$ cat config.mk
export PLATFORM = sky130hd
export DESIGN_NAME = fetch_stage
export DESIGN_NICKNAME = d
export VERILOG_FILES = /design/src/rtl/fetch_stage_pkg.sv /design/src/rtl/fetch_stage.sv
export SDC_FILE = /design/constraint.sdc
export NUM_CORES = 1
export LEC_CHECK = 0
export BUFFER_PORTS_ARGS = -buffer_cell sky130_fd_sc_hd__buf_2
export CAP_MARGIN = 20
export CORE_MARGIN = 4
export CORE_UTILIZATION = 50
export CTS_CLUSTER_SIZE = 14
export DETAILED_ROUTE_END_ITERATION = 7
export PLACE_DENSITY = 0.78
export SLEW_MARGIN = 20
export SYNTH_ARGS = -nofsm -noshare
export SYNTH_HDL_FRONTEND = slang
export SYNTH_SLANG_ARGS = --single-unit
$ cat constraint.sdc
create_clock -name clk -period 2.4 [get_ports clk]
set_clock_uncertainty 0.05 [all_clocks]
set_input_delay 0.48 -clock clk [delete_from_list [all_inputs] [get_ports clk]]
set_output_delay 0.48 -clock clk [all_outputs]
set_load 0.05 [all_outputs]
$ cat src/rtl/fetch_stage_pkg.sv
// Shared fetch-side definitions: fetch FSM states and architectural PC/NOP constants
// reused by the hazard and exception logic.
package fetch_stage_pkg;

  typedef enum logic [1:0] {
    FS_REQ  = 2'd0,
    FS_WAIT = 2'd1,
    FS_HOLD = 2'd2
  } fetch_state_e;

  localparam logic [31:0] FETCH_RESET_PC   = 32'h0000_0000;
  localparam logic [31:0] FETCH_EXC_VECTOR = 32'h0000_0180;
  localparam logic [31:0] FETCH_NOP_INSTR  = 32'h0000_0000;

  function automatic logic [31:0] word_align(input logic [31:0] addr);
    return {addr[31:2], 2'b00};
  endfunction

endpackage

$ cat src/rtl/fetch_stage.sv
// Instruction fetch with one outstanding req/gnt/rvalid transaction feeding the IF/ID
// register; honours decode stall and redirects on branch or exception.
module fetch_stage
  import fetch_stage_pkg::*;
#(
  parameter logic [31:0] RESET_PC   = FETCH_RESET_PC,
  parameter logic [31:0] EXC_VECTOR = FETCH_EXC_VECTOR,
  parameter logic [31:0] NOP_INSTR  = FETCH_NOP_INSTR
) (
  input  logic        clk,
  input  logic        rst_n,
  input  logic        stall,
  input  logic        branch_taken,
  input  logic [31:0] branch_target,
  input  logic        except_valid,
  output logic        imem_req,
  output logic [31:0] imem_addr,
  input  logic        imem_gnt,
  input  logic        imem_rvalid,
  input  logic [31:0] imem_rdata,
  output logic [31:0] instr,
  output logic [31:0] PCplus4,
  output logic        id_valid,
  output logic [31:0] pc
);

  fetch_state_e state_q, state_d;
  logic [31:0]  pc_q, pc_d;
  logic [31:0]  buf_q, buf_d;
  logic [31:0]  instr_q, instr_d;
  logic [31:0]  pcp4_q, pcp4_d;
  logic         valid_q, valid_d;
  logic         drop_q, drop_d;
  logic         req_q, req_d;

  logic         redirect;
  logic [31:0]  target;
  logic [31:0]  pc_plus4;
  logic         deliver;
  logic [31:0]  deliver_word;

  assign redirect = except_valid | branch_taken;
  assign target   = except_valid ? EXC_VECTOR : word_align(branch_target);
  assign pc_plus4 = pc_q + 32'd4;

  always_comb begin
    state_d      = state_q;
    pc_d         = pc_q;
    buf_d        = buf_q;
    instr_d      = instr_q;
    pcp4_d       = pcp4_q;
    valid_d      = valid_q;
    drop_d       = drop_q;
    deliver      = 1'b0;
    deliver_word = buf_q;

    case (state_q)
      FS_REQ: begin
        // req_q is low only in the first cycle after reset, so a gnt there is not a handshake
        if (req_q && imem_gnt) begin
          state_d = FS_WAIT;
          drop_d  = redirect;
        end
      end
      FS_WAIT: begin
        if (imem_rvalid) begin
          drop_d = 1'b0;
          if (drop_q || redirect) begin
            state_d = FS_REQ;
          end else if (!stall) begin
            deliver      = 1'b1;
            deliver_word = imem_rdata;
            state_d      = FS_REQ;
          end else begin
            buf_d   = imem_rdata;
            state_d = FS_HOLD;
          end
        end else if (redirect) begin
          drop_d = 1'b1;
        end
      end
      FS_HOLD: begin
        if (redirect) begin
          state_d = FS_REQ;
        end else if (!stall) begin
          deliver = 1'b1;
          state_d = FS_REQ;
        end
      end
      default: state_d = FS_REQ;
    endcase

    if (redirect) begin
      pc_d = target;
    end else if (deliver) begin
      pc_d = pc_plus4;
    end

    // Flush beats stall; a stall without a delivery freezes IF/ID including id_valid
    if (redirect) begin
      valid_d = 1'b0;
      instr_d = NOP_INSTR;
    end else if (deliver) begin
      valid_d = 1'b1;
      instr_d = deliver_word;
      pcp4_d  = pc_plus4;
    end else if (!stall) begin
      valid_d = 1'b0;
      instr_d = NOP_INSTR;
    end

    req_d = (state_d == FS_REQ);
  end

  always_ff @(posedge clk or negedge rst_n) begin
    if (!rst_n) begin
      state_q <= FS_REQ;
      pc_q    <= RESET_PC;
      buf_q   <= '0;
      instr_q <= NOP_INSTR;
      pcp4_q  <= '0;
      valid_q <= 1'b0;
      drop_q  <= 1'b0;
      req_q   <= 1'b0;
    end else begin
      state_q <= state_d;
      pc_q    <= pc_d;
      buf_q   <= buf_d;
      instr_q <= instr_d;
      pcp4_q  <= pcp4_d;
      valid_q <= valid_d;
      drop_q  <= drop_d;
      req_q   <= req_d;
    end
  end

  assign imem_req  = req_q;
  assign imem_addr = pc_q;
  assign instr     = instr_q;
  assign PCplus4   = pcp4_q;
  assign id_valid  = valid_q;
  assign pc        = pc_q;

endmodule

==> results of run 1 <==
[routing by layer]
metal	vias up	track usage, %	wire length [um]	part of all wire [%]
met2	218	35.6	7660	49
met1	2544	26.8	6320	40
li1	2450	-	-	-
met3	30	7.89	1480	9.4
met5	-	0	0	0
met4	0	9.73	297	1.9
[stage by stage]
step / power (mW) / setup WS (ns) / std cells / hold WS, ns
after detailed placement: 4.58 / 0.190 / 936 / 0.242
final: 6.85 / 0.165 / 969 / 0.238
after CTS: 6.92 / 0.176 / 968 / 0.214
after global routing: 7.22 / 0.0374 / 968 / 0.231
after floorplan: 4.15 / 0.171 / 630 / 0.134
after global placement: 4.49 / 0.273 / 936 / 0.243
[worst paths after layout]
| kind | from | slack (ns) | cells past startpoint | end |
|---|---|---|---|---|
| max | state_q[1] | 0.16 | 8 | imem_addr[26] |
| min | imem_rvalid | 0.24 | 2 | drop_q |
| max reg2reg | state_q[1] | 0.16 | 8 | imem_addr[26] |
| min reg2reg | id_valid | 0.42 | 2 | id_valid |
| max in group asynchronous | rst_n | 1.36 | 3 | buf_q[12] |
| min in group asynchronous | rst_n | 0.36 | 2 | PCplus4[15] |
[state kept, by name, summed over array words and instances (netlist names)]
name	count
buf_q	32
instr	32
PCplus4	30
imem_addr	30
state_q	2
drop_q	1
id_valid	1
imem_req	1
[final cells by class]
| class | instances | share of cell area (%) |
|---|---|---|
| Sequential cell | 129 | 40.6 |
| Tap cell | 172 | 2.71 |
| Antenna cell | 1 | 0.0315 |
| Inverter | 6 | 0.283 |
| Timing Repair Buffer | 211 | 14.6 |
| Multi-Input combinational cell | 419 | 35.2 |
| Clock inverter | 12 | 1.20 |
| Clock buffer | 19 | 5.44 |
[cell usage in the layout (no fill, tap or decap), drive strengths merged, types with 8 or more instances in the layout]
cell type,netlist,final
nand2,88,88
o21ai,66,66
a211oi,13,13
mux2i,32,32
a31oi,9,9
o22ai,9,9
clkinv,1,8
nor2,28,28
and2,12,12
nand3,18,18
nand4,14,14
mux2,33,33
clkbuf,21,19
buf,55,210
xnor2,14,14
nor3,9,9
xor2,31,31
dfrtp,129,129
[logic make-up (layout without fill, tap and decap cells)]
logic type / Yosys count / in the layout / share of synthesized area [%]
AO/OA/AOI/OAI: 111 / 111 / 10.3
buffers and inverters: 82 / 248 / 7.50
adder cells (fa/ha/maj): 5 / 5 / 0.967
flip-flops: 129 / 129 / 49.9
multiplexers: 65 / 65 / 10.7
XOR/XNOR: 45 / 45 / 6.09
AND/OR/NAND/NOR: 187 / 187 / 14.5
other: 1 / 7 / 0.0580
[repair_timing]
item,4_1_cts,5_1_grt
hold endpoints to repair,2,0
setup endpoints to repair,0,1
resized for setup,0,1
setup buffers,0,0
hold buffers,1,0
[cells in the mapped netlist (all sizes together) (2+ instances only)]
cell    count  area, um2
nand4      14       87.6
clkbuf     21       83.8
nor3        9       45.0
a311oi      2       17.5
nor4b       2       38.8
buf        55        379
a211oi     13        103
and2       12       75.1
o22ai       9       62.6
mux2       33        372
nand2      88        330
xnor2      14        123
inv         5       18.8
ha          5       62.6
xor2       31        272
a31oi       9       56.3
nor2       28        105
o21ai      66        334
mux2i      32        320
a21oi       3       15.0
nor4        5       52.6
a221oi      2       17.5
dfrtp     129       3230
nand3      18        120
and3        5       31.3
[power groups by stage]
stage               logic [mW]  clock network, mW  registers, mW
global route              1.83               2.48           2.90
finish                    1.69               2.31           2.85
detailed placement        1.70                  0           2.89
floorplan                0.864                  0           3.28
CTS                       1.70               2.36           2.85
global placement          1.64                  0           2.84
==> flow_summary.ini, run 1 <==
[route]
drt-pass1-iter-count = 4
route.detailed.vias_per_inst = 5.41
drt_iter0_drc = 410
routedWlPerCell_um = 16.3
antenna_left = 0
drc_errors = 0
wirelength_mm = 15.8
routed-via-count = 5242

[floorplanning]
placement_rows = 41
boundaryPins = 201
floorplan.die.width_um = 122
fp.coreArea_mm2 = 0.0126
die_h_um = 122
initial_cell_density_of_the_core_pct = 51.3
die-area_mm2 = 0.0148

[pwr]
internal_power_mw = 4.58
p_comb_share_pct = 24.7
p_per_area_mw_per_mm2 = 862
seqPwrFrac_pct = 41.6
netSwitchingPower_mw = 2.27
max-vdd-ir-drop_v = 0.000535
clock_power_share_pct = 33.8
netSwitchingFraction_pct = 33.2
power_leakage_nw = 4.09

[timing]
timing_max_transition_violations_final = 0
slew_headroom_pct = 63.0
hold_viol = 0
max_freq_mhz = 447
grt_setup_unrepaired = false
finalWorstPathRequiredPeriod_ns = 2.24
fin_setup_tns_ns = 0
max_slew.worst_pin.slew_ns = 0.555
post-route-period-util_pct = 93.1
timing.final.setup_violations = 0

[setup_path]
cp.arrival_ns = 2.51
path_cells = inv_1 > ha_1 > and3b_1 > o21a_1 > buf_4 > nand4_1 > xor2_1 > a211oi_1
crit_type = reg2reg
timing.critical_path.from_type = flop
worst_path_max_delay_cell = sky130_fd_sc_hd__dfrtp_1
max_stage_delay_ns = 0.40
crit_path_end_kind = flop
critical_path.max_fanout = 16
path_delay_family = simple AND/OR/NAND/NOR gates
critical_path_buf_inv_count = 2
worst_ep_required_time_ns = 2.67

[grt]
grt_util_all_layers_pct = 22.1
first_global_vias = 5208
globalRouteOverflowTotal = 0
grt_pass1_wl_mm = 25.7
largest_net_degree_at_the_start_of_global_routing = 74
grt_antenna_before_repair = 0

[placed_design]
total_cell_area_at_the_placement_stage_mm2 = 0.00740
place.gp.congestion = 0.835
io_buffers = 192
post-dp-hpwl_mm = 11.3

[clocking]
worst_skew_pair.late_latency_ns = 0.42
path_clk_slew_ns = 0.05
cts_made_buffers = 17
cts_root_buf = sky130_fd_sc_hd__clkbuf_16
numClockSinks = 129
h-tree-depth = 4
cts_max_path_buffers = 2
tritoncts = built

[run]
max_cap_viols = 0

[cells_and_area]
area_growth_pct = 22.9
multiInputGateArea_mm2 = 0.00280
design.final.nets = 860
ff_latch_area_mm2 = 0.00323
num-fill-cells = 1070
final_core_utilization_pct = 63.0
final_layout_size_suffix_gt1_share_pct = 35.6
final_cell_area_mm2 = 0.00795

[synthesis]
ys.warnings.count = 0
top_ff_cell_synth = sky130_fd_sc_hd__dfrtp_1
per_instance_average_area_after_synthesis_um2 = 10.4
yosys_register_bits = 129
synthCells = 625
synth_edf_count = 0
area_of_the_mapped_netlist_mm2 = 0.00647
synth.distinct_cells = 54
postSynth.asyncResetShare_pct = 100
synth-seq-area-share_pct = 49.9

[min_path]
min-delay-path-class = in2reg

[outcome]
run_status = complete, no violations
Power figures use the tool's default switching activity.
==> run 2, diff against run 1 <==
--- a/config.mk
+++ b/config.mk
@@ -5,9 +5,9 @@
 export SDC_FILE = /design/constraint.sdc
 export NUM_CORES = 1
 export LEC_CHECK = 0
+export ABC_AREA = 1
 export BUFFER_PORTS_ARGS = -buffer_cell sky130_fd_sc_hd__buf_2
 export CAP_MARGIN = 20
-export CORE_MARGIN = 4
 export CORE_UTILIZATION = 50
 export CTS_CLUSTER_SIZE = 14
 export DETAILED_ROUTE_END_ITERATION = 7
==> constraint.sdc (replaced) <==
create_clock -name clk -period 2.3 [get_ports clk]
set_clock_uncertainty 0.05 [all_clocks]
set_input_delay 0.46 -clock clk [delete_from_list [all_inputs] [get_ports clk]]
set_output_delay 0.46 -clock clk [all_outputs]
set_load 0.05 [all_outputs]
==> run 2 against run 1 <==
Effect of this change:
- via count up 14%
- utilization grew 0.55 points
- maximum frequency increased by 13%
- register-to-register slack better by 0.17 ns
- setup slack improved by 0.17 ns
- worst hold slack lost 0.033 ns
- critical endpoint is now imem_addr[5]
- highest routed layer unchanged
==> flow_summary.ini, run 2 <==
[timing]
timing_max_transition_violations_final = 0
slew_headroom_pct = 47.7
finalWorstPathRequiredPeriod_ns = 1.97
hold_viol = 0
max_slew.worst_pin.slew_ns = 0.783
max_freq_mhz = 508
fin_setup_tns_ns = 0
grt_setup_unrepaired = false
timing.final.setup_violations = 0
post-route-period-util_pct = 85.7

[cells_and_area]
ff_latch_area_mm2 = 0.00323
num-fill-cells = 1164
commonest_non_fill_non_tap_cell_in_the_layout = sky130_fd_sc_hd__nand2_1
final_layout_size_suffix_gt1_share_pct = 23.6
area_growth_pct = 22.8
final_cell_count_no_fill = 1226
mostFrequentLayoutCells = sky130_fd_sc_hd__nand2_1 (336), sky130_fd_sc_hd__buf_2 (191), sky130_fd_sc_hd__dfrtp_1 (129), sky130_fd_sc_hd__inv_1 (82), sky130_fd_sc_hd__nor2_1 (67)
design.final.nets = 1117
multiInputGateArea_mm2 = 0.00263

[synthesis]
post_synth_main_area_contributors = sky130_fd_sc_hd__dfrtp_1 (49%), sky130_fd_sc_hd__nand2_1 (19%), sky130_fd_sc_hd__inv_1 (4.7%)
synth_commonest_cells = sky130_fd_sc_hd__nand2_1 (338), sky130_fd_sc_hd__dfrtp_1 (129), sky130_fd_sc_hd__inv_1 (82)
postSynth.asyncResetShare_pct = 100
synth_edf_count = 0
area_of_the_mapped_netlist_mm2 = 0.00659
synthCells = 876
per_instance_average_area_after_synthesis_um2 = 7.52
netlist.top_cell.by_area = sky130_fd_sc_hd__dfrtp_1
yosys_register_bits = 129
synth.distinct_cells = 27
post-synth-top-area-fraction_pct = 49.0
ys.warnings.count = 0
synthMostInstantiatedCell = sky130_fd_sc_hd__nand2_1
top_ff_cell_synth = sky130_fd_sc_hd__dfrtp_1
synth-seq-area-share_pct = 49.0

[floorplanning]
floorplan.die.width_um = 117
placement_rows = 41
die_h_um = 117
initial_cell_density_of_the_core_pct = 51.8
fp.coreArea_mm2 = 0.0127
boundaryPins = 201
die-area_mm2 = 0.0136

[grt]
first_global_vias = 5251
grt_util_all_layers_pct = 24.4
grt_pass1_wl_mm = 25.3
largest_net_degree_at_the_start_of_global_routing = 66
globalRouteOverflowTotal = 0
grt_antenna_before_repair = 1

[route]
routedWlPerCell_um = 13.0
wirelength_mm = 15.9
route.detailed.vias_per_inst = 4.86
routed-via-count = 5964
drt_iter0_drc = 314
antenna_left = 0
drc_errors = 0
drt-pass1-iter-count = 4

[clocking]
cts_made_buffers = 17
h-tree-depth = 4
cts_root_buf = sky130_fd_sc_hd__clkbuf_16
cts_max_path_buffers = 2
worst_skew_pair.late_latency_ns = 0.42
numClockSinks = 129
post_cts.repair.setup_buffers = 0
tritoncts = built
path_clk_slew_ns = 0.06

[pwr]
max-vdd-ir-drop_v = 0.000548
power_leakage_nw = 4.73
p_per_area_mw_per_mm2 = 897

[placed_design]
dpl.cell_count = 1193
place.gp.congestion = 0.900
post-dp-hpwl_mm = 11.2
io_buffers = 192

[setup_path]
max_stage_delay_ns = 0.59
r2r_slack_ns = 0.33
timing.rr.end = imem_addr[5]
regToRegStartpoint = state_q[1]
crit_type = reg2reg
cp.arrival_ns = 2.27
crit_top_cell = sky130_fd_sc_hd__nand2_1
timing.critical_path.from_type = flop
critical_path.max_fanout = 18
ff2ff_path_depth = 9
worst_ep_required_time_ns = 2.60
worst_path_max_delay_cell = sky130_fd_sc_hd__nor2_2
crit_path_end_kind = flop
path_cells = inv_1 > ha_1 > nand2_1 > inv_1 > nand3_4 > a21oi_4 > nor2_2 > nand2_1 > nand2_1

[min_path]
min-delay-path-class = in2reg
holdPathEnd = imem_addr[5]
whs_path_depth = 3
hp-start = branch_target[5]

[run]
max_cap_viols = 0

[outcome]
run_status = complete, no violations
[run 2: logic make-up (layout without fill, tap and decap cells)]
group	Yosys count	count (layout)	share of synthesized area (%)
xor gates and xnor gates	9	9	1.20
buffers and inverters	150	322	11.4
DFF	129	129	49.0
AOI/OAI and AO/OA	111	111	8.84
and+or+nand+nor	471	471	28.5
other	1	7	0.0569
adders and majority gates	5	5	0.950
[run 2: final cells by class]
type,instances,share of cell area [%]
antenna,1,0.0309
clock buffer,22,5.74
clock inverter,9,1.05
inverter,83,3.85
multi-input combinational,602,32.5
sequential,129,39.9
tap,172,2.66
timing repair buffer,208,14.2
[run 2: timing repair]
action / in CTS / in global routing
hold buffers: 1 / 0
resized for setup: 0 / 0
hold endpoints to repair: 32 / 0
[run 2: worst max-delay path: cells and delay by family, from the launching register on]
family                   cells  cell delay, ns
AO/OA/AOI/OAI                1            0.07
adder cells (fa/ha/maj)      1            0.23
buffers and inverters        2            0.15
flip-flops                   1            0.39
AND/OR/NAND/NOR              5            1.01
[run 2: per-stage QoR]
| step | instance area [um2] | utilization [%] | total power, mW | setup slack, ns | hold slack, ns |
|---|---|---|---|---|---|
| 2_1_floorplan | 6600 | - | 4.34 | 0.436 | 0.114 |
| 3_3_place_gp | 7520 | 59.1 | 4.75 | 0.386 | 0.405 |
| 3_5_place_dp | 7520 | 59.1 | 4.80 | 0.347 | 0.410 |
| 4_1_cts | 8080 | 63.5 | 7.31 | 0.323 | 0.191 |
| 5_1_grt | 8090 | 63.6 | 7.64 | 0.0982 | 0.205 |
| 6_report | 8090 | 63.6 | 7.25 | 0.330 | 0.205 |
[run 2: worst max path at each step]
stage | startpoint | end | slack [ns] | cells after the start
after floorplan | imem_addr[2] | PCplus4[28] | 0.44 | 10
after global placement | state_q[0] | imem_addr[17] | 0.39 | 8
after detailed placement | state_q[1] | imem_addr[5] | 0.35 | 9
after CTS | state_q[1] | imem_addr[5] | 0.32 | 9
after global routing | state_q[1] | imem_addr[5] | 0.1 | 9
final | state_q[1] | imem_addr[5] | 0.33 | 9
[run 2: layer usage]
metal	vias up	share of wire [%]	global-route usage, %
met2	164	47	39.3
met1	2744	46	31.7
met4	0	2.6	10.5
li1	3024	-	-
met5	-	0	0
met3	32	4.5	5.29
[run 2: power breakdown]
| group | total, mW | switching [mW] | leakage (nW) | internal (mW) |
|---|---|---|---|---|
| Combinational | 1.86 | 1.37 | 2.80 | 0.494 |
| Clock | 2.48 | 0.953 | 0.262 | 1.53 |
| Sequential | 2.91 | 0.220 | 1.66 | 2.69 |
==> run 3, diff against run 2 <==
--- a/config.mk
+++ b/config.mk
@@ -8,6 +8,7 @@
 export ABC_AREA = 1
 export BUFFER_PORTS_ARGS = -buffer_cell sky130_fd_sc_hd__buf_2
 export CAP_MARGIN = 20
+export CORE_MARGIN = 2
 export CORE_UTILIZATION = 50
 export CTS_CLUSTER_SIZE = 14
 export DETAILED_ROUTE_END_ITERATION = 7
==> run 3 against run 2 <==
Effect of this change:
- cell count fell by 0.16%
- maximum frequency is 1.7% lower
- total power grew 4.2%
- cell area is 0.84% higher
- die area rose by 3.5%
- global-route usage decreased by 0.097 points
- sequential power about the same
- critical path depth down 1
- flip-flop and latch count unchanged
- clock power grew 12%
- critical path type unchanged
- largest cell class unchanged
==> flow_summary.ini, run 3 (synthesized netlist as in run 2, its figures left out) <==
[floorplanning]
placement_rows = 41
initial_cell_density_of_the_core_pct = 51.8
die_h_um = 119
die-area_mm2 = 0.0141
boundaryPins = 201
fp.coreArea_mm2 = 0.0127
floorplan.die.width_um = 119

[timing]
slew_headroom_pct = 45.6
hold_viol = 0
timing_max_transition_violations_final = 0
max_slew.worst_pin.slew_ns = 0.814
finalWorstPathRequiredPeriod_ns = 2.00
post-route-period-util_pct = 87.2
timing.final.setup_violations = 0
fin_setup_tns_ns = 0
grt_setup_unrepaired = false
max_freq_mhz = 499

[cells_and_area]
ff_latch_area_mm2 = 0.00323
final_layout_size_suffix_gt1_share_pct = 23.8
final_cell_area_mm2 = 0.00815
area_growth_pct = 23.8
antenna_cells_inserted = 0
commonest_non_fill_non_tap_cell_in_the_layout = sky130_fd_sc_hd__nand2_1
num-fill-cells = 1128
design.final.nets = 1115
multiInputGateArea_mm2 = 0.00263
mostFrequentLayoutCells = sky130_fd_sc_hd__nand2_1 (336), sky130_fd_sc_hd__buf_2 (191), sky130_fd_sc_hd__dfrtp_1 (129), sky130_fd_sc_hd__inv_1 (82), sky130_fd_sc_hd__nor2_1 (67)

[grt]
first_global_vias = 5747
grt_antenna_before_repair = 0
grt_util_all_layers_pct = 24.3
use_met3_pct = 6.08
grt_use_met1_pct = 31.2
globalRouteOverflowTotal = 0
grt_pass1_wl_mm = 27.5
globalRoute.busiestLayer = met2
largest_net_degree_at_the_start_of_global_routing = 64
met2_usage_pct = 39.8

[setup_path]
timing.critical_path.from_type = flop
critical_path.max_fanout = 18
timing.rr.end = imem_addr[8]
ff2ff_path_depth = 8
crit_path_end_kind = flop
crit_type = reg2reg
regToRegStartpoint = state_q[0]
worst_ep_required_time_ns = 2.61
cp.arrival_ns = 2.31
r2r_slack_ns = 0.30

[route]
wirelength_mm = 16.4
drt_iter0_drc = 403
drc_errors = 0
route.detailed.vias_per_inst = 4.93
antenna_left = 0
routed-via-count = 6037
routedWlPerCell_um = 13.4
drt-pass1-iter-count = 5

[placed_design]
io_buffers = 192
place.gp.congestion = 0.881
post-dp-hpwl_mm = 11.5
total_cell_area_at_the_placement_stage_mm2 = 0.00753

[clocking]
cts-resized-gates = 0
numClockSinks = 129
post_cts.repair.setup_buffers = 0
h-tree-depth = 4
cts_made_buffers = 17
cts_root_buf = sky130_fd_sc_hd__clkbuf_16
worst_skew_pair.late_latency_ns = 0.42
cts_max_path_buffers = 2
path_clk_slew_ns = 0.06
tritoncts = built

[min_path]
hp-start = branch_target[11]
whs_path_depth = 3
min-delay-path-class = in2reg
holdPathEnd = imem_addr[11]

[outcome]
run_status = complete, no violations

[run]
max_cap_viols = 0

[pwr]
p_per_area_mw_per_mm2 = 927
totalPowerFinal_mw = 7.56
max-vdd-ir-drop_v = 0.000518
power_leakage_nw = 4.75
## run 3: per-layer routing
metal | up-vias | routed length, um
met5 | - | 0
met4 | 0 | 291
met3 | 24 | 1060
met2 | 191 | 7900
met1 | 2794 | 7130
li1 | 3028 | -
## run 3: area by class of cell
class	instances	share of cell area, %
clock buffers	18	5.39
clock inverters	14	2.19
inverters	83	3.82
multi-input cells	602	32.3
flip-flops and latches	129	39.6
well taps	172	2.64
repair buffers	206	14.1
## run 3: per-stage QoR
step                      instances  hold WS, ns  util (%)  setup WS, ns
after floorplan                 881        0.114         -         0.436
after global placement         1191        0.405      59.2         0.399
after global routing           1224        0.210      64.1        0.0694
after CTS                      1224        0.191      64.1         0.294
after detailed placement       1191        0.409      59.2         0.334
final                          1224        0.201      64.1         0.295
## run 3: how the worst max path moves through the flow
stage                       startpoint  cells past startpoint  slack (ns)             to
after global routing        state_q[0]                      8        0.07  imem_addr[17]
after detailed placement    state_q[0]                      8        0.33   imem_addr[8]
after floorplan           imem_addr[2]                     10        0.44    PCplus4[28]
after global placement      state_q[0]                      8        0.40  imem_addr[19]
after CTS                   state_q[0]                      8        0.29   imem_addr[8]
final                       state_q[0]                      8        0.30   imem_addr[8]
## run 3: where the power goes
| group | switching (mW) | internal, mW | leakage, nW |
|---|---|---|---|
| clock network | 1.04 | 1.75 | 0.294 |
| registers | 0.227 | 2.69 | 1.66 |
| logic | 1.37 | 0.494 | 2.80 |
| total | 2.63 | 4.93 | 4.75 |
## run 3: what timing repair did
item | in CTS | in global routing
endpoints found under the setup margin | 0 | 0
endpoints found under the hold margin | 54 | 0
hold buffers | 1 | 0
## run 3: worst max-delay path: stages, from the launching register on
cell                      delay (ns)
sky130_fd_sc_hd__dfrtp_1        0.42
sky130_fd_sc_hd__ha_1           0.26
sky130_fd_sc_hd__nand2_1        0.11
sky130_fd_sc_hd__inv_1          0.07
sky130_fd_sc_hd__nand3_4        0.08
sky130_fd_sc_hd__a21oi_4        0.07
sky130_fd_sc_hd__nor2_2         0.62
sky130_fd_sc_hd__nand2_1        0.14
sky130_fd_sc_hd__nand3_1        0.11
